## config.mk

```make
export PLATFORM = sky130hd
export DESIGN_NAME = button_event_scheduler
export DESIGN_NICKNAME = d
export VERILOG_FILES = /design/src/rtl/button_event_scheduler.sv
export SDC_FILE = /design/constraint.sdc
export NUM_CORES = 1
export LEC_CHECK = 0
export BUFFER_PORTS_ARGS = -buffer_cell sky130_fd_sc_hd__buf_2
export CAP_MARGIN = 25
export CELL_PAD_IN_SITES_DETAIL_PLACEMENT = 0
export CELL_PAD_IN_SITES_GLOBAL_PLACEMENT = 1
export CORE_MARGIN = 2
export CORE_UTILIZATION = 49
export DETAILED_ROUTE_END_ITERATION = 7
export GPL_TIMING_DRIVEN = 0
export MAX_ROUTING_LAYER = met4
export PLACE_DENSITY_LB_ADDON = 0.1
export SLEW_MARGIN = 20
export SYNTH_ARGS = -nofsm -noshare
export SYNTH_HDL_FRONTEND = slang
export SYNTH_SLANG_ARGS = --single-unit
export TNS_END_PERCENT = 30
```

## constraint.sdc

```tcl
create_clock -name clk -period 4.3 [get_ports clk]
set_input_delay 0.43 -clock clk [delete_from_list [all_inputs] [get_ports clk]]
set_output_delay 0.43 -clock clk [all_outputs]
set_load 0.03 [all_outputs]
```

## src/rtl/button_event_scheduler.sv

```systemverilog
// button_event_scheduler
// Turns four debounced button levels into discrete PRESS / RELEASE / LONG /
// REPEAT events. A round-robin arbiter feeds a small first-word-fall-through
// FIFO, and the consumer drains it over a valid/ready handshake.
// Build option: define BUTTON_AUTO_REPEAT_EN to emit REPEAT events while a
// button stays held after LONG. Without it the hold counter saturates in LONG
// and REPEAT (code 3) is never produced.

module button_event_scheduler #(
  parameter int TICK_DIV     = 50000,
  parameter int LONG_TICKS   = 40,
  parameter int REPEAT_TICKS = 10,
  parameter int FIFO_DEPTH   = 4
) (
  input  logic       clk,
  input  logic       rst,
  input  logic [3:0] button_in,
  output logic       evt_valid,
  input  logic       evt_ready,
  output logic [1:0] evt_code,
  output logic [1:0] evt_id,
  output logic       evt_lost,
  input  logic       evt_lost_clr
);

  localparam int DIV_W = (TICK_DIV > 1) ? $clog2(TICK_DIV) : 1;
  localparam int AW    = $clog2(FIFO_DEPTH);
  localparam int CW    = AW + 1;

  localparam logic [DIV_W-1:0] DIV_LAST  = DIV_W'(TICK_DIV - 1);
  localparam logic [7:0]       LONG_LIM  = 8'(LONG_TICKS);
  localparam logic [CW-1:0]    FULL_CNT  = CW'(FIFO_DEPTH);

  // A configuration outside the legal ranges freezes the hold timers instead
  // of producing meaningless LONG/REPEAT timing.
  localparam bit CFG_OK = (LONG_TICKS >= 1) && (LONG_TICKS <= 255) &&
                          (REPEAT_TICKS >= 1) && (REPEAT_TICKS <= 255) &&
                          (FIFO_DEPTH >= 2) &&
                          ((FIFO_DEPTH & (FIFO_DEPTH - 1)) == 0);

  localparam logic [1:0] CODE_PRESS   = 2'd0;
  localparam logic [1:0] CODE_RELEASE = 2'd1;
  localparam logic [1:0] CODE_LONG    = 2'd2;
`ifdef BUTTON_AUTO_REPEAT_EN
  localparam logic [1:0] CODE_REPEAT  = 2'd3;
  localparam logic [7:0] REP_LIM      = 8'(REPEAT_TICKS);
`endif

  typedef enum logic [1:0] {
    ST_IDLE,
    ST_HELD,
    ST_LONG
  } btn_state_t;

  logic [DIV_W-1:0] div_cnt;
  logic             tick;

  logic [3:0] prev;
  logic [3:0] rise;
  logic [3:0] fall;

  btn_state_t state_q [4];
  btn_state_t state_d [4];
  logic [7:0] hold_q  [4];
  logic [7:0] hold_d  [4];
  logic [3:0] set_long;

  logic [3:0] pend_press;
  logic [3:0] pend_long;
  logic [3:0] pend_rel;
  logic [3:0] any_pend;
`ifdef BUTTON_AUTO_REPEAT_EN
  logic [3:0] set_rep;
  logic [3:0] pend_rep;
  logic [3:0] clr_rep;
`endif

  logic [1:0] rr_ptr;
  logic [1:0] scan_id;
  logic [1:0] grant_id;
  logic [1:0] grant_code;
  logic       grant_vld;
  logic [3:0] grant_sel;
  logic [3:0] clr_press;
  logic [3:0] clr_long;
  logic [3:0] clr_rel;
  logic       lost_now;

  logic [3:0]    fifo_mem [FIFO_DEPTH];
  logic [AW-1:0] wr_ptr;
  logic [AW-1:0] rd_ptr;
  logic [CW-1:0] count;
  logic          full;
  logic          push;
  logic          pop;

  assign tick = CFG_OK && (div_cnt == DIV_LAST);
  assign rise = button_in & ~prev;
  assign fall = ~button_in & prev;

  // Free-running divider that produces one hold-timer tick every TICK_DIV clocks.
  always_ff @(posedge clk or posedge rst) begin
    if (rst) begin
      div_cnt <= '0;
    end else if (div_cnt == DIV_LAST) begin
      div_cnt <= '0;
    end else begin
      div_cnt <= div_cnt + 1'b1;
    end
  end

  // Previous button levels for edge detection.
  always_ff @(posedge clk or posedge rst) begin
    if (rst) begin
      prev <= '0;
    end else begin
      prev <= button_in;
    end
  end

  // Per-button hold FSM state and hold counters.
  always_ff @(posedge clk or posedge rst) begin
    if (rst) begin
      for (int i = 0; i < 4; i++) begin
        state_q[i] <= ST_IDLE;
        hold_q[i]  <= '0;
      end
    end else begin
      for (int i = 0; i < 4; i++) begin
        state_q[i] <= state_d[i];
        hold_q[i]  <= hold_d[i];
      end
    end
  end

  // Hold FSM next state: a release always wins, otherwise ticks advance the timer.
  always_comb begin
    set_long = '0;
`ifdef BUTTON_AUTO_REPEAT_EN
    set_rep = '0;
`endif
    for (int i = 0; i < 4; i++) begin
      state_d[i] = state_q[i];
      hold_d[i]  = hold_q[i];
      case (state_q[i])
        ST_IDLE: begin
          if (rise[i]) begin
            state_d[i] = ST_HELD;
            hold_d[i]  = '0;
          end
        end
        ST_HELD: begin
          if (fall[i]) begin
            state_d[i] = ST_IDLE;
          end else if (tick) begin
            if (hold_q[i] + 8'd1 == LONG_LIM) begin
              set_long[i] = 1'b1;
              hold_d[i]   = '0;
              state_d[i]  = ST_LONG;
            end else begin
              hold_d[i] = hold_q[i] + 8'd1;
            end
          end
        end
        ST_LONG: begin
          if (fall[i]) begin
            state_d[i] = ST_IDLE;
          end else if (tick) begin
`ifdef BUTTON_AUTO_REPEAT_EN
            if (hold_q[i] + 8'd1 == REP_LIM) begin
              set_rep[i] = 1'b1;
              hold_d[i]  = '0;
            end else begin
              hold_d[i] = hold_q[i] + 8'd1;
            end
`else
            if (hold_q[i] != 8'hFF) begin
              hold_d[i] = hold_q[i] + 8'd1;
            end
`endif
          end
        end
        default: begin
          state_d[i] = ST_IDLE;
        end
      endcase
    end
  end

  // Round-robin pick of the next button with pending work, then its highest-priority event.
  always_comb begin
    any_pend = pend_press | pend_long | pend_rel;
`ifdef BUTTON_AUTO_REPEAT_EN
    any_pend = any_pend | pend_rep;
`endif
    grant_id = rr_ptr;
    scan_id  = '0;
    for (int j = 3; j >= 0; j--) begin
      scan_id = rr_ptr + 2'(j);
      if (any_pend[scan_id]) begin
        grant_id = scan_id;
      end
    end
    grant_vld = (|any_pend) && !full;
    grant_sel = 4'b0001 << grant_id;
    if ((pend_press & grant_sel) != 4'b0000) begin
      grant_code = CODE_PRESS;
    end else if ((pend_long & grant_sel) != 4'b0000) begin
      grant_code = CODE_LONG;
`ifdef BUTTON_AUTO_REPEAT_EN
    end else if ((pend_rep & grant_sel) != 4'b0000) begin
      grant_code = CODE_REPEAT;
`endif
    end else begin
      grant_code = CODE_RELEASE;
    end
    clr_press = (grant_vld && grant_code == CODE_PRESS)   ? grant_sel : 4'b0000;
    clr_long  = (grant_vld && grant_code == CODE_LONG)    ? grant_sel : 4'b0000;
    clr_rel   = (grant_vld && grant_code == CODE_RELEASE) ? grant_sel : 4'b0000;
`ifdef BUTTON_AUTO_REPEAT_EN
    clr_rep   = (grant_vld && grant_code == CODE_REPEAT)  ? grant_sel : 4'b0000;
`endif
  end

  // A loss is a set landing on a bit that is already pending and not being granted now.
  always_comb begin
    lost_now = |((rise & pend_press & ~clr_press) |
                 (set_long & pend_long & ~clr_long) |
                 (fall & pend_rel & ~clr_rel));
`ifdef BUTTON_AUTO_REPEAT_EN
    lost_now = lost_now | (|(set_rep & pend_rep & ~clr_rep));
`endif
  end

  // Pending event bits, round-robin pointer and the sticky loss flag.
  always_ff @(posedge clk or posedge rst) begin
    if (rst) begin
      pend_press <= '0;
      pend_long  <= '0;
      pend_rel   <= '0;
`ifdef BUTTON_AUTO_REPEAT_EN
      pend_rep   <= '0;
`endif
      rr_ptr     <= '0;
      evt_lost   <= 1'b0;
    end else begin
      pend_press <= (pend_press & ~clr_press) | rise;
      pend_long  <= (pend_long & ~clr_long) | set_long;
      pend_rel   <= (pend_rel & ~clr_rel) | fall;
`ifdef BUTTON_AUTO_REPEAT_EN
      pend_rep   <= (pend_rep & ~clr_rep) | set_rep;
`endif
      if (grant_vld) begin
        rr_ptr <= grant_id + 2'd1;
      end
      if (lost_now) begin
        evt_lost <= 1'b1;
      end else if (evt_lost_clr) begin
        evt_lost <= 1'b0;
      end
    end
  end

  assign push      = grant_vld;
  assign pop       = evt_valid & evt_ready;
  assign full      = (count == FULL_CNT);
  assign evt_valid = (count != '0);
  assign evt_code  = fifo_mem[rd_ptr][3:2];
  assign evt_id    = fifo_mem[rd_ptr][1:0];

  // Event FIFO storage, pointers and occupancy; the head is always visible.
  always_ff @(posedge clk or posedge rst) begin
    if (rst) begin
      for (int k = 0; k < FIFO_DEPTH; k++) begin
        fifo_mem[k] <= '0;
      end
      wr_ptr <= '0;
      rd_ptr <= '0;
      count  <= '0;
    end else begin
      if (push) begin
        fifo_mem[wr_ptr] <= {grant_code, grant_id};
        wr_ptr           <= wr_ptr + 1'b1;
      end
      if (pop) begin
        rd_ptr <= rd_ptr + 1'b1;
      end
      if (push && !pop) begin
        count <= count + 1'b1;
      end else if (pop && !push) begin
        count <= count - 1'b1;
      end
    end
  end

endmodule
```

==> metrics.md <==
| Metric | Value |
|---|---|
| Slew headroom | `52.2%` |
| Unique masters post-synth | `63` |
| Critical path fanouts, max | `7` |
| Met1 usage | `25.3%` |
| Slew Viols, Final | `0` |
| Post-DP Area | `0.00583 sq mm` |
| Final worst slack | `0.460 ns` |
| Worst Path Class, Setup | `register to register` |
| Critical Path RT | `4.57 ns` |
| Final Hold Vio Count | `0` |
| Gate Count Post-Synth | `601` |
| DR WL/cell | `14.8 microns` |
| Antenna Cells | `0` |
| Arr. time, crit path | `4.11 ns` |
| Buffers added on ports | `13` |
| Clock latency on the worst-skew pair | `0.34 ns` |
| WHS | `0.0560 ns` |
| Clock-pin slew on the worst setup and hold paths | `0.07 ns` |
| Most common cell after layout, fill and taps aside | `dfrtp_1` |
| Register bit total from synthesis | `98` |
| GP Congestion | `0.867` |
| Critical Path Start | `pend_press[0]` |
| CTS tree | `built` |
| Most frequent cells in the layout | `dfrtp_1 (98), nand2_1 (90), o21ai_0 (61)` |
| EDFF count, synth | `0` |
| Initial antenna violation count | `0` |
| CTS H-tree depth | `3` |
| Critical Path Source Type | `register` |
| Post-synthesis instance area | `0.00556 sq mm` |
| Sink Count | `98` |
| Num CTS Buffers | `9` |
| Met2 global-route usage | `33.0%` |
| MaxCap Viol Count | `0` |
| Fin util | `56.2%` |
| TNS Setup | `0 ns` |
| Placed Instances | `755` |
| Fraction of layout cells with a size suffix above 1 | `9.35%` |
| Final Setup Violations | `0` |
| Vias in the first global route | `4283` |
| Starting Density | `50.8%` |
| Vias per cell | `5.76` |
| Maximum number of pins on one net before global-route repair | `68` |
| R2R cell count | `11` |
| Design area | `0.00614 sq mm` |
| Fmax achieved | `260 MHz` |
| Leak Pwr | `2.70 nW` |
| Post-Route WL | `11400 microns` |
| Core area | `0.0109 sq mm` |
| Pre-CTS setup slack | `0.449 ns` |
| CP Capture Type | `register` |
| Final non-filler cell total | `771` |
| GR peak layer | `met2` |
| Synth Flop Type | `dfrtp_1` |
| Final min period | `3.84 ns` |
| Post-synthesis sequential area ratio | `44.1%` |
| Total power | `3.71 mW` |
| RSZ-0062 raised after global routing | `no` |
| # rows | `38` |
| Period utilisation layout | `89.3%` |
| Net Count, Synth | `639` |
| Ys async rst share | `100%` |
| Worst r2r src | `pend_press[0]` |
| Synth-to-layout area growth | `10.6%` |
| Final clock skew | `0.00856 ns` |
| Cts hold-fix bufs | `0` |
| Iteration-0 DRC count of the detailed router | `204` |
| Grt total ovfl | `0` |
| DP HPWL | `8350 microns` |
| Least-Margin Pin Slew | `0.709 ns` |
| Worst Hold Class | `input port to async pin` |
| Via count | `4443` |
| Die Wd | `110 microns` |
| Final #Nets | `664` |
| Status | `complete, no violations` |
| Yosys warning count | `0` |
| Die area | `0.0122 sq mm` |
| Boundary pin count | `14` |
| Power density cells | `604 mW/mm^2` |
| First-pass GRT wire length | `20000 microns` |
| Syn Area/Cell | `9.24 sq um` |
| M3 GR Usage | `3.24%` |
| Antenna Violating Nets Remaining | `0` |
| Remaining DRCs | `0` |
| GRT Total Usage | `20.1%` |
| Die Y | `110 microns` |
| Clock Path Buffers | `2` |
| Root cell of the clock tree | `clkbuf_16` |
| TritonRoute pass-1 iters | `5` |
| Max rail drop VDD | `338 uV` |
==> synth_stat cells (4+ instances only) <==
cell type / instances / area [sq um]
a21o_1: 4 / 30.0
a21oi_1: 14 / 70.1
a22o_1: 8 / 70.1
a22oi_1: 4 / 30.0
a31oi_1: 9 / 56.3
and3_1: 11 / 68.8
clkbuf_1: 10 / 37.5
dfrtp_1: 98 / 2450
ha_1: 29 / 363
inv_1: 31 / 116
mux4_2: 4 / 90.1
nand2_1: 90 / 338
nand2b_1: 15 / 93.8
nand3_1: 37 / 185
nand4_1: 14 / 87.6
nand4b_1: 5 / 43.8
nor2_1: 35 / 131
nor2b_1: 5 / 31.3
nor3_1: 7 / 35.0
o211ai_1: 6 / 45.0
o21ai_0: 61 / 305
o22ai_1: 10 / 62.6
o31ai_1: 10 / 75.1
or2_2: 4 / 25.0
or3_1: 6 / 37.5
xnor2_1: 11 / 96.3
xor2_1: 9 / 78.8
==> layer usage <==
layer,up-vias,part of all wire [%]
met3,21,2.9
li1,2227,-
met5,-,0
met2,60,48
met4,0,1.9
met1,2135,47
==> sequential cells by signal, summed over array words and instances, names as in the netlist <==
signal and cells:
count 3, div_cnt 16, evt_lost 1, fifo_mem 16
hold_q 32, pend_long 4, pend_press 4, pend_rel 4
prev 4, rd_ptr 2, rr_ptr 2, state_q 8
wr_ptr 2
==> kinds of logic (layout without fill, tap and decap cells) <==
group	after synthesis	in the layout	synth area share, %
adders and majority gates	30	30	6.89
muxes	10	10	2.77
DFF	98	98	44.1
xor gates and xnor gates	20	20	3.15
AOI/OAI and AO/OA	149	149	17.3
and+or+nand+nor	248	248	22.4
buffers and inverters	46	76	3.33
==> area by class of cell <==
type | instances | area, sq um
Multi-Input combinational cell | 457 | 2920
Clock buffer | 11 | 233
Fill cell | 1000 | 4790
Tap cell | 140 | 175
Buffer | 15 | 68.8
Inverter | 31 | 121
Sequential cell | 98 | 2450
Clock inverter | 5 | 78.8
Timing Repair Buffer | 14 | 92.6
==> where the power goes <==
part	internal, mW	switching [mW]	total (mW)
logic	0.568	0.932	1.50
clock network	0.510	0.344	0.853
registers	1.15	0.205	1.36
total	2.23	1.48	3.71
==> worst paths after layout <==
| check | to | slack (ns) |
|---|---|---|
| max | evt_lost | 0.46 |
| min | div_cnt[11] | 0.06 |
| max reg2reg | evt_lost | 0.46 |
| min reg2reg | div_cnt[0] | 0.46 |
| max in group asynchronous | fifo_mem[3] | 3.63 |
| min in group clk | prev[2] | 0.23 |
==> critical path, stage by stage, from the launching register on <==
cell and delay, ns:
dfrtp_1 0.43, nor3_1 0.44, o221ai_1 0.22, a21oi_1 0.30, inv_1 0.18, ha_1 0.33
a22o_1 0.27, o211ai_1 0.56, nor2_1 0.20, a2111oi_0 0.59, nor4_1 0.12, nand4_1 0.13
==> timing repair <==
action                     in CTS  in global routing
setup endpoints to repair       0                  1
resized for setup               0                  1
buffers inserted                0                  0
No activity file was read; power rests on OpenSTA's default activity.
